<file path="config.mk">
export PLATFORM = sky130hd
export DESIGN_NAME = activation_engine_flat
export DESIGN_NICKNAME = d
export VERILOG_FILES = /design/src/rtl/activation_engine_pkg.sv /design/src/rtl/activation_engine_if.sv /design/src/rtl/activation_engine_lane.sv /design/src/rtl/activation_engine.sv /design/src/flat_wrapper.sv
export SDC_FILE = /design/constraint.sdc
export NUM_CORES = 1
export LEC_CHECK = 0
export BUFFER_PORTS_ARGS = -buffer_cell sky130_fd_sc_hd__buf_4
export CAP_MARGIN = 25
export CORE_MARGIN = 2
export CORE_UTILIZATION = 55
export CTS_CLUSTER_SIZE = 20
export DETAILED_ROUTE_END_ITERATION = 8
export HOLD_SLACK_MARGIN = 0.08
export MAX_ROUTING_LAYER = met4
export PLACE_DENSITY = 0.88
export SYNTH_ARGS = -nofsm -noshare
export SYNTH_HDL_FRONTEND = slang
export SYNTH_SLANG_ARGS = --single-unit
export TNS_END_PERCENT = 5
</file>
<file path="constraint.sdc">
create_clock -name clk -period 17.2 [get_ports clk]
set_clock_uncertainty 0.2 [all_clocks]
set_input_delay 0 -clock clk [delete_from_list [all_inputs] [get_ports clk]]
set_output_delay 0 -clock clk [all_outputs]
set_load 0.01 [all_outputs]
</file>
<file path="src/rtl/activation_engine_pkg.sv">
// Shared definitions for the activation engine: mode encodings and FSM states.
package activation_pkg;

    localparam logic [1:0] ACT_IDENT = 2'b00;
    localparam logic [1:0] ACT_RELU  = 2'b01;
    localparam logic [1:0] ACT_LEAKY = 2'b10;
    localparam logic [1:0] ACT_CLIP  = 2'b11;

    typedef enum logic [1:0] {
        ST_IDLE = 2'b00,
        ST_RUN  = 2'b01,
        ST_DONE = 2'b10
    } state_t;

endpackage

</file>
<file path="src/rtl/activation_engine_if.sv">
// Request/result bundle between the accumulator array, the activation engine and writeback.
interface activation_engine_if #(
    parameter int NUM_ELEMENTS = 16,
    parameter int DATA_WIDTH   = 16
);
    localparam int SAT_W = $clog2(NUM_ELEMENTS + 1);

    logic                               start;
    logic [1:0]                         mode;
    logic [DATA_WIDTH-1:0]              clip_val;
    logic [NUM_ELEMENTS*DATA_WIDTH-1:0] in;
    logic [NUM_ELEMENTS*DATA_WIDTH-1:0] out;
    logic                               busy;
    logic                               done;
    logic [SAT_W-1:0]                   sat_count;

    modport master (output start, mode, clip_val, in,
                    input  out, busy, done, sat_count);
    modport slave  (input  start, mode, clip_val, in,
                    output out, busy, done, sat_count);
endinterface

</file>
<file path="src/rtl/activation_engine_lane.sv">
// One element of the activation datapath: purely combinational x -> y plus a clamp flag.
module activation_lane
    import activation_pkg::*;
#(
    parameter int DATA_WIDTH = 16,
    parameter int LEAK_SHIFT = 3
) (
    input  logic signed [DATA_WIDTH-1:0] x,
    input  logic        [1:0]            mode,
    input  logic signed [DATA_WIDTH-1:0] clip_val,
    output logic signed [DATA_WIDTH-1:0] y,
    output logic                         sat
);
    logic signed [DATA_WIDTH-1:0] bound_s;

    // Select the activation; a negative clip bound collapses to zero.
    always_comb begin
        y       = x;
        sat     = 1'b0;
        bound_s = clip_val[DATA_WIDTH-1] ? {DATA_WIDTH{1'b0}} : clip_val;
        case (mode)
            ACT_IDENT: y = x;
            ACT_RELU: begin
                if (x[DATA_WIDTH-1]) y = {DATA_WIDTH{1'b0}};
                else                 y = x;
            end
            ACT_LEAKY: begin
                if (x[DATA_WIDTH-1]) y = x >>> LEAK_SHIFT;
                else                 y = x;
            end
            ACT_CLIP: begin
                if (x[DATA_WIDTH-1]) begin
                    y = {DATA_WIDTH{1'b0}};
                end else if (x > bound_s) begin
                    y   = bound_s;
                    sat = 1'b1;
                end else begin
                    y = x;
                end
            end
            default: y = x;
        endcase
    end
endmodule

</file>
<file path="src/rtl/activation_engine.sv">
// Multi-lane activation engine: snapshots a vector on start and writes LANES results per beat.
module activation_engine
    import activation_pkg::*;
#(
    parameter int NUM_ELEMENTS = 16,
    parameter int DATA_WIDTH   = 16,
    parameter int FRAC_BITS    = 8,
    parameter int LANES        = 4,
    parameter int LEAK_SHIFT   = 3
) (
    input  logic          clk,
    input  logic          reset,
    activation_engine_if.slave bus
);
    localparam int BEATS      = NUM_ELEMENTS / LANES;
    localparam int BEAT_W     = (BEATS > 1) ? $clog2(BEATS) : 1;
    localparam int SAT_W      = $clog2(NUM_ELEMENTS + 1);
    localparam int LANE_SAT_W = $clog2(LANES + 1);
    localparam int VEC_W      = NUM_ELEMENTS * DATA_WIDTH;

    generate
        if ((NUM_ELEMENTS % LANES) != 0) begin : g_bad_lanes
            $error("activation_engine: NUM_ELEMENTS must be a multiple of LANES");
        end
        if (FRAC_BITS >= DATA_WIDTH) begin : g_bad_frac
            $error("activation_engine: FRAC_BITS must be smaller than DATA_WIDTH");
        end
    endgenerate

    state_t                  state_r, next_s;
    logic [BEAT_W-1:0]       beat_r;
    logic [VEC_W-1:0]        snap_in_r;
    logic [1:0]              snap_mode_r;
    logic [DATA_WIDTH-1:0]   snap_clip_r;
    logic [VEC_W-1:0]        out_r;
    logic [SAT_W-1:0]        sat_r;
    logic                    busy_r, done_r;
    logic                    last_beat_s;
    logic [LANE_SAT_W-1:0]   beat_sat_s;

    logic signed [DATA_WIDTH-1:0] lane_x_s [LANES];
    logic signed [DATA_WIDTH-1:0] lane_y_s [LANES];
    logic                         lane_sat_s [LANES];

    assign last_beat_s = (beat_r == BEAT_W'(BEATS - 1));

    // Route the current beat's slice of the snapshot to the lanes and tally clamps.
    always_comb begin
        beat_sat_s = {LANE_SAT_W{1'b0}};
        for (int l = 0; l < LANES; l++) begin
            lane_x_s[l] = snap_in_r[(int'(beat_r) * LANES + l) * DATA_WIDTH +: DATA_WIDTH];
            beat_sat_s  = beat_sat_s + LANE_SAT_W'(lane_sat_s[l]);
        end
    end

    generate
        for (genvar g = 0; g < LANES; g++) begin : g_lane
            activation_lane #(
                .DATA_WIDTH (DATA_WIDTH),
                .LEAK_SHIFT (LEAK_SHIFT)
            ) u_lane (
                .x        (lane_x_s[g]),
                .mode     (snap_mode_r),
                .clip_val (snap_clip_r),
                .y        (lane_y_s[g]),
                .sat      (lane_sat_s[g])
            );
        end
    endgenerate

    // Next-state logic; DONE always falls back to IDLE so start is never queued.
    always_comb begin
        next_s = state_r;
        case (state_r)
            ST_IDLE: begin
                if (bus.start) next_s = ST_RUN;
                else           next_s = ST_IDLE;
            end
            ST_RUN: begin
                if (last_beat_s) next_s = ST_DONE;
                else             next_s = ST_RUN;
            end
            ST_DONE: next_s = ST_IDLE;
            default: next_s = ST_IDLE;
        endcase
    end

    // State, snapshot, result and saturation registers.
    always_ff @(posedge clk or posedge reset) begin
        if (reset) begin
            state_r     <= ST_IDLE;
            beat_r      <= {BEAT_W{1'b0}};
            snap_in_r   <= {VEC_W{1'b0}};
            snap_mode_r <= 2'b00;
            snap_clip_r <= {DATA_WIDTH{1'b0}};
            out_r       <= {VEC_W{1'b0}};
            sat_r       <= {SAT_W{1'b0}};
            busy_r      <= 1'b0;
            done_r      <= 1'b0;
        end else begin
            state_r <= next_s;
            busy_r  <= (next_s == ST_RUN);
            done_r  <= (next_s == ST_DONE);
            case (state_r)
                ST_IDLE: begin
                    if (bus.start) begin
                        snap_in_r   <= bus.in;
                        snap_mode_r <= bus.mode;
                        snap_clip_r <= bus.clip_val;
                        beat_r      <= {BEAT_W{1'b0}};
                        sat_r       <= {SAT_W{1'b0}};
                    end
                end
                ST_RUN: begin
                    for (int l = 0; l < LANES; l++) begin
                        out_r[(int'(beat_r) * LANES + l) * DATA_WIDTH +: DATA_WIDTH] <= lane_y_s[l];
                    end
                    sat_r  <= sat_r + SAT_W'(beat_sat_s);
                    beat_r <= last_beat_s ? {BEAT_W{1'b0}} : beat_r + BEAT_W'(1);
                end
                default: ;
            endcase
        end
    end

    assign bus.out       = out_r;
    assign bus.busy      = busy_r;
    assign bus.done      = done_r;
    assign bus.sat_count = sat_r;
endmodule

</file>
<file path="src/flat_wrapper.sv">
// flat-port wrapper written by rule: the top's interface ports become plain ports
module activation_engine_flat import activation_pkg::*;
#(
    parameter int NUM_ELEMENTS = 16,
    parameter int DATA_WIDTH   = 16,
    parameter int FRAC_BITS    = 8,
    parameter int LANES        = 4,
    parameter int LEAK_SHIFT   = 3
)
  (clk, reset, bus_start, bus_mode, bus_clip_val, bus_in, bus_out, bus_busy, bus_done, bus_sat_count);
  activation_engine_if #(.NUM_ELEMENTS(NUM_ELEMENTS), .DATA_WIDTH(DATA_WIDTH)) bus_i ();
  input  logic clk;
  input  logic reset;
  input wire logic [$bits(bus_i.start)-1:0] bus_start;
  input wire logic [$bits(bus_i.mode)-1:0] bus_mode;
  input wire logic [$bits(bus_i.clip_val)-1:0] bus_clip_val;
  input wire logic [$bits(bus_i.in)-1:0] bus_in;
  output wire logic [$bits(bus_i.out)-1:0] bus_out;
  output wire logic [$bits(bus_i.busy)-1:0] bus_busy;
  output wire logic [$bits(bus_i.done)-1:0] bus_done;
  output wire logic [$bits(bus_i.sat_count)-1:0] bus_sat_count;
  assign bus_i.start = bus_start;
  assign bus_i.mode = bus_mode;
  assign bus_i.clip_val = bus_clip_val;
  assign bus_i.in = bus_in;
  assign bus_out = bus_i.out;
  assign bus_busy = bus_i.busy;
  assign bus_done = bus_i.done;
  assign bus_sat_count = bus_i.sat_count;
  activation_engine #(.NUM_ELEMENTS(NUM_ELEMENTS), .DATA_WIDTH(DATA_WIDTH), .FRAC_BITS(FRAC_BITS), .LANES(LANES), .LEAK_SHIFT(LEAK_SHIFT)) u_core (.clk(clk), .reset(reset), .bus(bus_i));
endmodule
</file>
==> results of run 1 <==
stage by stage:
stage | worst slack [ns] | util (%)
after detailed placement | 10.45 | 65.4
after CTS | 10.43 | 82.6
after global placement | 10.56 | 65.3
after floorplan | 1.88 | -
metal layers:
| layer | track usage (%) | overflow |
|---|---|---|
| met2 | 84.6 | 0 |
| met4 | 60.9 | 3 |
| met1 | 67.7 | 0 |
| met5 | - | - |
| met3 | 51.1 | 11 |
cells by family after synthesis:
family	Yosys count	synth area share [%]
flip-flops	541	51.7
multiplexers	132	6.94
XOR/XNOR	1	0.0334
adder cells (fa/ha/maj)	75	3.64
AO/OA/AOI/OAI	613	14.9
buffers and inverters	226	3.61
AND/OR/NAND/NOR	1263	19.2
==> impl_results.md, run 1 <==
* Area share of the leading cell type in the synthesized netlist at 51.7%
* Hpwl dp at 65.9 mm
* Total track usage at 68.0%
* Synth async-reset ratio at 100%
* Most frequent cell after synthesis: nand2_1
* IO Port Bufs at 539
* Syn Inst Count at 2,851
* CTS H-Tree Depth at 2
* Clock sinks at 541
* Netlist cell types at 69
* Placed insts at 3,844
* Synth warnings at 0
* Number of I/O pins at 540
* Largest net degree at the start of global routing at 164
* Synth top cells by count: nand2_1, dfrtp_1, o21ai_0, a21oi_1, clkbuf_1
* Setup bufs post-CTS at 0
* CTS buffer count at 53
* CTS Buffer Depth at 3
* CTS resizes at 0
* Hold buffer count at CTS at 630
* Seq cells post-synth at 541
* Placed inst area at 30,600 sq um
* Yosys top cell by area: dfrtp_1
* Failed at: global routing
* Cell area after synthesis at 26,200 sq um
* Status: did not finish
* Syn Nets at 3,203
* Synthesized area per cell at 9.19 sq um
* Dominant synthesized flop cell: dfrtp_1
* RD Place Congestion at 1.01
* Starting density of the core at 56.0%
* GRT Residual Overflow at 14
* Seq/Total Area, Yosys at 51.7%
* Post-synth EDFFs at 0
* Top post-synthesis cells by area: dfrtp_1, nand2_1, o21ai_0
* Die H at 222 um
* Root Buffer: clkbuf_16
* Tool Error: [ERROR GRT-0232] Routing congestion too high. Check the congestion heatmap in the GUI.
* Die X-Extent at 222 um
* Site row count at 79
==> run 2, diff against run 1 <==
CORE_UTILIZATION = 40   (was 55)
CTS_CLUSTER_SIZE = default   (was 20)
HOLD_SLACK_MARGIN = default   (was 0.08)
MAX_ROUTING_LAYER = default   (was met4)
PLACE_DENSITY = default   (was 0.88)
PLACE_DENSITY_LB_ADDON = 0.15   (was default)
==> run 2 against run 1 <==
Compared with the run above: the run now ends clean; synthesized area did not move; synthesized cell count did not move.
==> impl_results.md, run 2 <==
* Status: finished clean
* Clock power share at 16.0%
* CP max stage delay at 0.83 ns
* Skew-Pair Late Insertion Delay at 0.62 ns
* Core box area at 64,600 sq um
* CTS clk-pin slew, worst paths at 0.07 ns
* Reg power frac at 27.7%
* Area share of the leading cell type in the synthesized netlist at 51.7%
* Family with the most delay on the worst path: adder cells
* Commonest non-fill, non-tap cell in the layout: nand2_1
* Avg Vias per Cell at 5.54
* Most frequent cell after synthesis: nand2_1
* Netlist cell types at 69
* Critical path's slowest cell: buf_4
* # fillers at 5,159
* Vias in the first global route at 26,992
* Syn Inst Count at 2,851
* Sw Share at 47.2%
* Cell area after synthesis at 26,200 sq um
* Setup bufs post-CTS at 0
* Synth top cells by count: nand2_1, dfrtp_1, o21ai_0, a21oi_1, clkbuf_1
* Largest net degree at the start of global routing at 214
* DRC viols at 0
* DR pass1 iterations at 7
* Fin crit period at 6.62 ns
* Hpwl dp at 73.6 mm
* Worst Path Arrival at 6.91 ns
* Clock sinks at 541
* Sw Pwr at 3.81 mW
* Post-route ant nets at 0
* Dominant synthesized flop cell: dfrtp_1
* Slew HR at 10.7%
* Most frequent cells in the layout: nand2_1, dlygate4sd3_1, buf_4
* Synth async-reset ratio at 100%
* WS Path Type: flip-flop to flip-flop
* Max-cap viol count at 0
* GRT busiest layer: met2
* Synthesized area per cell at 9.19 sq um
* Via Count at 26,813
* Leak at 19.1 nW
* Critical Path, Cell by Cell: buf_4, mux4_2, ha_1, nand4_1, a2111oi_1, or4b_1, nand3_1, inv_1, ha_1, fa_1, ha_1, inv_1, fa_1, nor2b_1, o211ai_1, nand3_1, o21ai_0
* Met2 Usage GRT at 52.7%
* Syn Nets at 3,203
* Layout cells sized above 1 at 20.0%
* CP Launch Type: flip-flop
* IO Port Bufs at 539
* WL final at 113 mm
* Cell Int Power at 4.27 mW
* GRT Residual Overflow at 0
* CTS Buffer Depth at 3
* Final net count at 4,279
* Max VDD drop at 0.104 mV
* Hold crit path type: primary input to flip-flop
* Grt met3 use at 6.30%
* Fin. max-slew vios at 0
* DIE AREA at 67,600 sq um
* Area grow syn2layout at 49.7%
* Worst path bufs/invs at 3
* Number of I/O pins at 540
* M1 GR Usage at 43.5%
* Site row count at 93
* Root Buffer: clkbuf_16
* Top post-synthesis cells by area: dfrtp_1, nand2_1, o21ai_0
* Die H at 260 um
* Post-route clock period utilization at 38.5%
* Synth warnings at 0
* Total track usage at 32.8%
* CP dominant cell by count: ha_1
* Starting density of the core at 40.6%
* Seq cells post-synth at 541
* Number of DRC markers in iteration 0 at 2,810
* Final setup viols at 0
* Tot Pwr at 8.08 mW
* Yosys top cell by area: dfrtp_1
* CTS buffer count at 55
* Endpoints failing hold at 0
* Seq/Total Area, Yosys at 51.7%
* Comb power frac at 56.2%
* CTS tree: built
* RSZ-0062 raised after global routing: no
* CTS H-Tree Depth at 2
* Final core utilization at 60.8%
* Critical Path RT at 17.49 ns
* Post-synth EDFFs at 0
* Pwr dens at 206 nW/um^2
* First-pass GRT wire length at 167 mm
* F_max at 151 MHz
* Slew @ Worst Pin at 1.34 ns
* CP Capture Type: flip-flop
* Initial antenna violation count at 15
* Drt wl/cell at 23.3 um
* Die X-Extent at 260 um
* Crit-path max FO at 59
* RD Place Congestion at 0.925
* Setup TNS at 0 ns
run 2: path summary, 6_finish.rpt:
check                                                  startpoint                             endpoint  slack [ns]  cells after the start
worst max-delay path                 u_core.beat_r[1]$_DFFE_PP0P_  u_core.bus.sat_count[4]$_DFFE_PP0P_       10.58                     17
worst min-delay path                                   bus_in[17]     u_core.snap_in_r[17]$_DFFE_PP0P_       0.001                      4
worst max register to register       u_core.beat_r[1]$_DFFE_PP0P_  u_core.bus.sat_count[4]$_DFFE_PP0P_       10.58                     17
worst min register to register  u_core.snap_in_r[224]$_DFFE_PP0P_    u_core.snap_in_r[224]$_DFFE_PP0P_        0.27                      2
max in group asynchronous                                   reset     u_core.snap_in_r[35]$_DFFE_PP0P_       13.09                      7
min in group asynchronous                                   reset        u_core.bus.out[7]$_DFFE_PP0P_        0.50                      4
run 2: through the flow:
step / cells / worst slack, ns / hold WS [ns] / instance area [sq um]
2_1_floorplan: 2851 / 1.88 / -0.0946 / 26200
3_3_place_gp: 4096 / 10.88 / -0.00398 / 30900
3_5_place_dp: 4102 / 10.76 / -0.00617 / 31000
4_1_cts: 4826 / 10.74 / 0.00986 / 39100
5_1_grt: 4842 / 10.19 / 0.0217 / 39200
6_report: 4842 / 10.58 / 0.00150 / 39200
run 2: power by group through the flow:
stage	Clock [mW]	Sequential, mW	Combinational, mW
after floorplan	0	2.18	2.56
after global placement	0	2.22	4.19
after detailed placement	0	2.24	4.27
after CTS	1.31	2.21	4.43
after global routing	1.37	2.29	4.89
final	1.30	2.24	4.54
run 2: kinds of logic after synthesis:
group	share of synthesized area, %
simple gates	19.2
compound gates	14.9
flops	51.7
buf+inv	3.61
fa+ha+maj	3.64
mux	6.94
xor+xnor	0.0334
run 2: repair_timing:
action / 4_1_cts / 5_1_grt
hold buffers: 620 / 0
gates resized for setup: 0 / 0
hold endpoints to repair: 399 / 0
setup endpoints to repair: 0 / 0
run 2: final cells by class:
type / count / area (sq um) / share of cell area (%)
well taps: 855 / 1070 / 2.73
clock inverters: 27 / 344 / 0.877
inverters: 42 / 165 / 0.421
repair buffers: 1203 / 10700 / 27.2
flip-flops and latches: 541 / 13500 / 34.5
multi-input cells: 2084 / 11800 / 30.0
clock buffers: 77 / 1630 / 4.16
diodes: 13 / 32.5 / 0.0829
run 2: worst min-delay path, stage by stage:
cell and delay, ns:
dlygate4sd3_1 0.58, buf_4 0.12, nand2_1 0.04, nand2_1 0.05
run 2: metal layers:
layer	share of wire, %	vias to the layer above
met3	7.7	335
met4	4.4	4
li1	-	11920
met5	0.023	-
met2	47	1357
met1	41	13197
No activity file was read; power rests on OpenSTA's default activity.
==> run 3, diff against run 2 <==
clock period = 5.4 ns   (was 17.2 ns; I/O delays follow)
==> run 3 against run 2 <==
Compared with the run above: die area did not move; worst setup slack got worse by 10 ns; critical endpoint unchanged; global-route usage rose by 1.3 points; sequential power rose to 3.2 times the previous value; via count rose by 2.0%; core utilization rose by 0.51 points; non-clock buffer count rose by 38; count of clock-buffer cells in the layout rose by 11; clock power rose to 3.1 times the previous value; sequential cell count did not move; power rose to 3.3 times the previous value.
==> impl_results.md, run 3 (synthesized netlist as in run 2, its figures left out) <==
* Status: finished clean
* Endpoint, Worst Hold: u_core.snap_in_r[221]$_DFFE_PP0P_
* Root Buffer: clkbuf_16
* Layout cells sized above 1 at 20.6%
* CTS buffer count at 57
* Pwr dens at 666 nW/um^2
* CTS tree: built
* Skew-Pair Late Insertion Delay at 0.63 ns
* Initial antenna violation count at 9
* DR pass1 iterations at 9
* R2R Path End: u_core.bus.sat_count[4]$_DFFE_PP0P_
* Hold_sp: bus_in[221]
* Crit-path max FO at 7
* Starting density of the core at 40.6%
* Avg Vias per Cell at 5.61
* Final setup viols at 0
* CTS Buffer Depth at 3
* Max-cap viol count at 0
* Area grow syn2layout at 51.0%
* DR WL met3 at 9.36 mm
* Tot Pwr at 26.3 mW
* Clock sinks at 541
* Total track usage at 34.1%
* Max VDD drop at 0.469 mV
* Leak at 19.3 nW
* Core box area at 64,600 sq um
* Die H at 260 um
* CTS clk-pin slew, worst paths at 0.06 ns
* CP Launch Type: flip-flop
* Post-route clock period utilization at 96.6%
* Number of I/O pins at 540
* Hpwl dp at 75.7 mm
* WL final at 117 mm
* Fin crit period at 5.22 ns
* FF-to-FF setup slack at 0.18 ns
* Site row count at 93
* Vias in the first global route at 27,679
* Highest routed layer: met5
* Setup ws final at 0.185 ns
* Final net count at 4,319
* Die X-Extent at 260 um
* Worst Path Arrival at 5.51 ns
* GRT Residual Overflow at 0
* Slew @ Worst Pin at 1.12 ns
* Most frequent cells in the layout: nand2_1, dlygate4sd3_1, buf_4
* Commonest non-fill, non-tap cell in the layout: nand2_1
* Drt wl/cell at 24.0 um
* Endpoints failing hold at 0
* Metal1 wirelength at 47.5 mm
* Hold crit path type: primary input to flip-flop
* Fin. max-slew vios at 0
* F_max at 192 MHz
* RD Place Congestion at 0.972
* IO Port Bufs at 539
* Setup WS pre-CTS at 0.177 ns
* Via Count at 27,350
* Critical Path RT at 5.69 ns
* Post-route ant nets at 0
* R2R cell count at 19
* WL met2 at 54.7 mm
* WS Path Type: flip-flop to flip-flop
* Slew HR at 25.5%
* RSZ-0062 raised after global routing: no
* DIE AREA at 67,600 sq um
* Largest net degree at the start of global routing at 188
* Worst R2R Start: u_core.beat_r[1]$_DFFE_PP0P_
* Worst Hold Depth at 4
* Number of DRC markers in iteration 0 at 2,748
* CP Capture Type: flip-flop
* CTS H-Tree Depth at 2
* DRC viols at 0
* First-pass GRT wire length at 174 mm
run 3: what timing repair did:
action / 4_1_cts / 5_1_grt
setup buffers: 0 / 3
endpoints found under the setup margin: 0 / 2
endpoints found under the hold margin: 323 / 0
resized for setup: 0 / 6
hold buffers: 622 / 0
run 3: report_power, final:
group          total [mW]  switching (mW)  internal [mW]
Clock                4.05            1.68           2.37
Combinational        15.0            9.34           5.69
Sequential           7.25            1.49           5.76
run 3: worst max path at each step:
stage                                  from                             endpoint
6_report       u_core.beat_r[1]$_DFFE_PP0P_  u_core.bus.sat_count[4]$_DFFE_PP0P_
5_1_grt        u_core.beat_r[1]$_DFFE_PP0P_  u_core.bus.sat_count[4]$_DFFE_PP0P_
4_1_cts        u_core.beat_r[1]$_DFFE_PP0P_  u_core.bus.sat_count[4]$_DFFE_PP0P_
3_5_place_dp   u_core.beat_r[1]$_DFFE_PP0P_  u_core.bus.sat_count[4]$_DFFE_PP0P_
3_3_place_gp   u_core.beat_r[0]$_DFFE_PP0P_  u_core.bus.sat_count[4]$_DFFE_PP0P_
2_1_floorplan                         reset         u_core.beat_r[0]$_DFFE_PP0P_
run 3: final cells by class:
type | count | area (sq um)
tap | 855 | 1070
fill | 5112 | 25000
multi-input combinational | 2084 | 11800
clock buffer | 88 | 1760
timing repair buffer | 1241 | 11000
clock inverter | 16 | 176
antenna | 7 | 17.5
inverter | 42 | 161
sequential | 541 | 13500
run 3: critical path, cell delays in order, from the launching register on:
cell,delay [ns]
dfrtp_4,0.54
buf_4,0.24
mux2_2,0.36
o21ai_1,0.39
ha_1,0.27
nor2b_4,0.05
o211ai_2,0.12
a2111oi_1,0.09
or4b_1,0.59
nand3_1,0.16
inv_1,0.09
ha_1,0.30
fa_1,0.42
ha_1,0.32
inv_1,0.06
fa_1,0.43
nor2b_1,0.14
o211ai_1,0.10
nand3_1,0.09
o21ai_0,0.10
run 3: metrics by stage:
step	setup TNS, ns	utilization, %	hold slack, ns	std cells	area (sq um)
global route	0	61.3	0.0195	4872	39600
global placement	0	48.4	-0.00893	4135	31300
CTS	0	61.1	0.00430	4862	39500
detailed placement	0	48.5	-0.00739	4136	31300
floorplan	-1167.46	-	-0.0946	2851	26200
finish	0	61.3	0.0237	4874	39600
run 3: per-layer routing:
metal,vias to the layer above,global-route usage (%)
li1,11991,-
met1,13390,44.9
met2,1548,55.0
met3,417,6.71
met4,4,14.5
met5,-,0
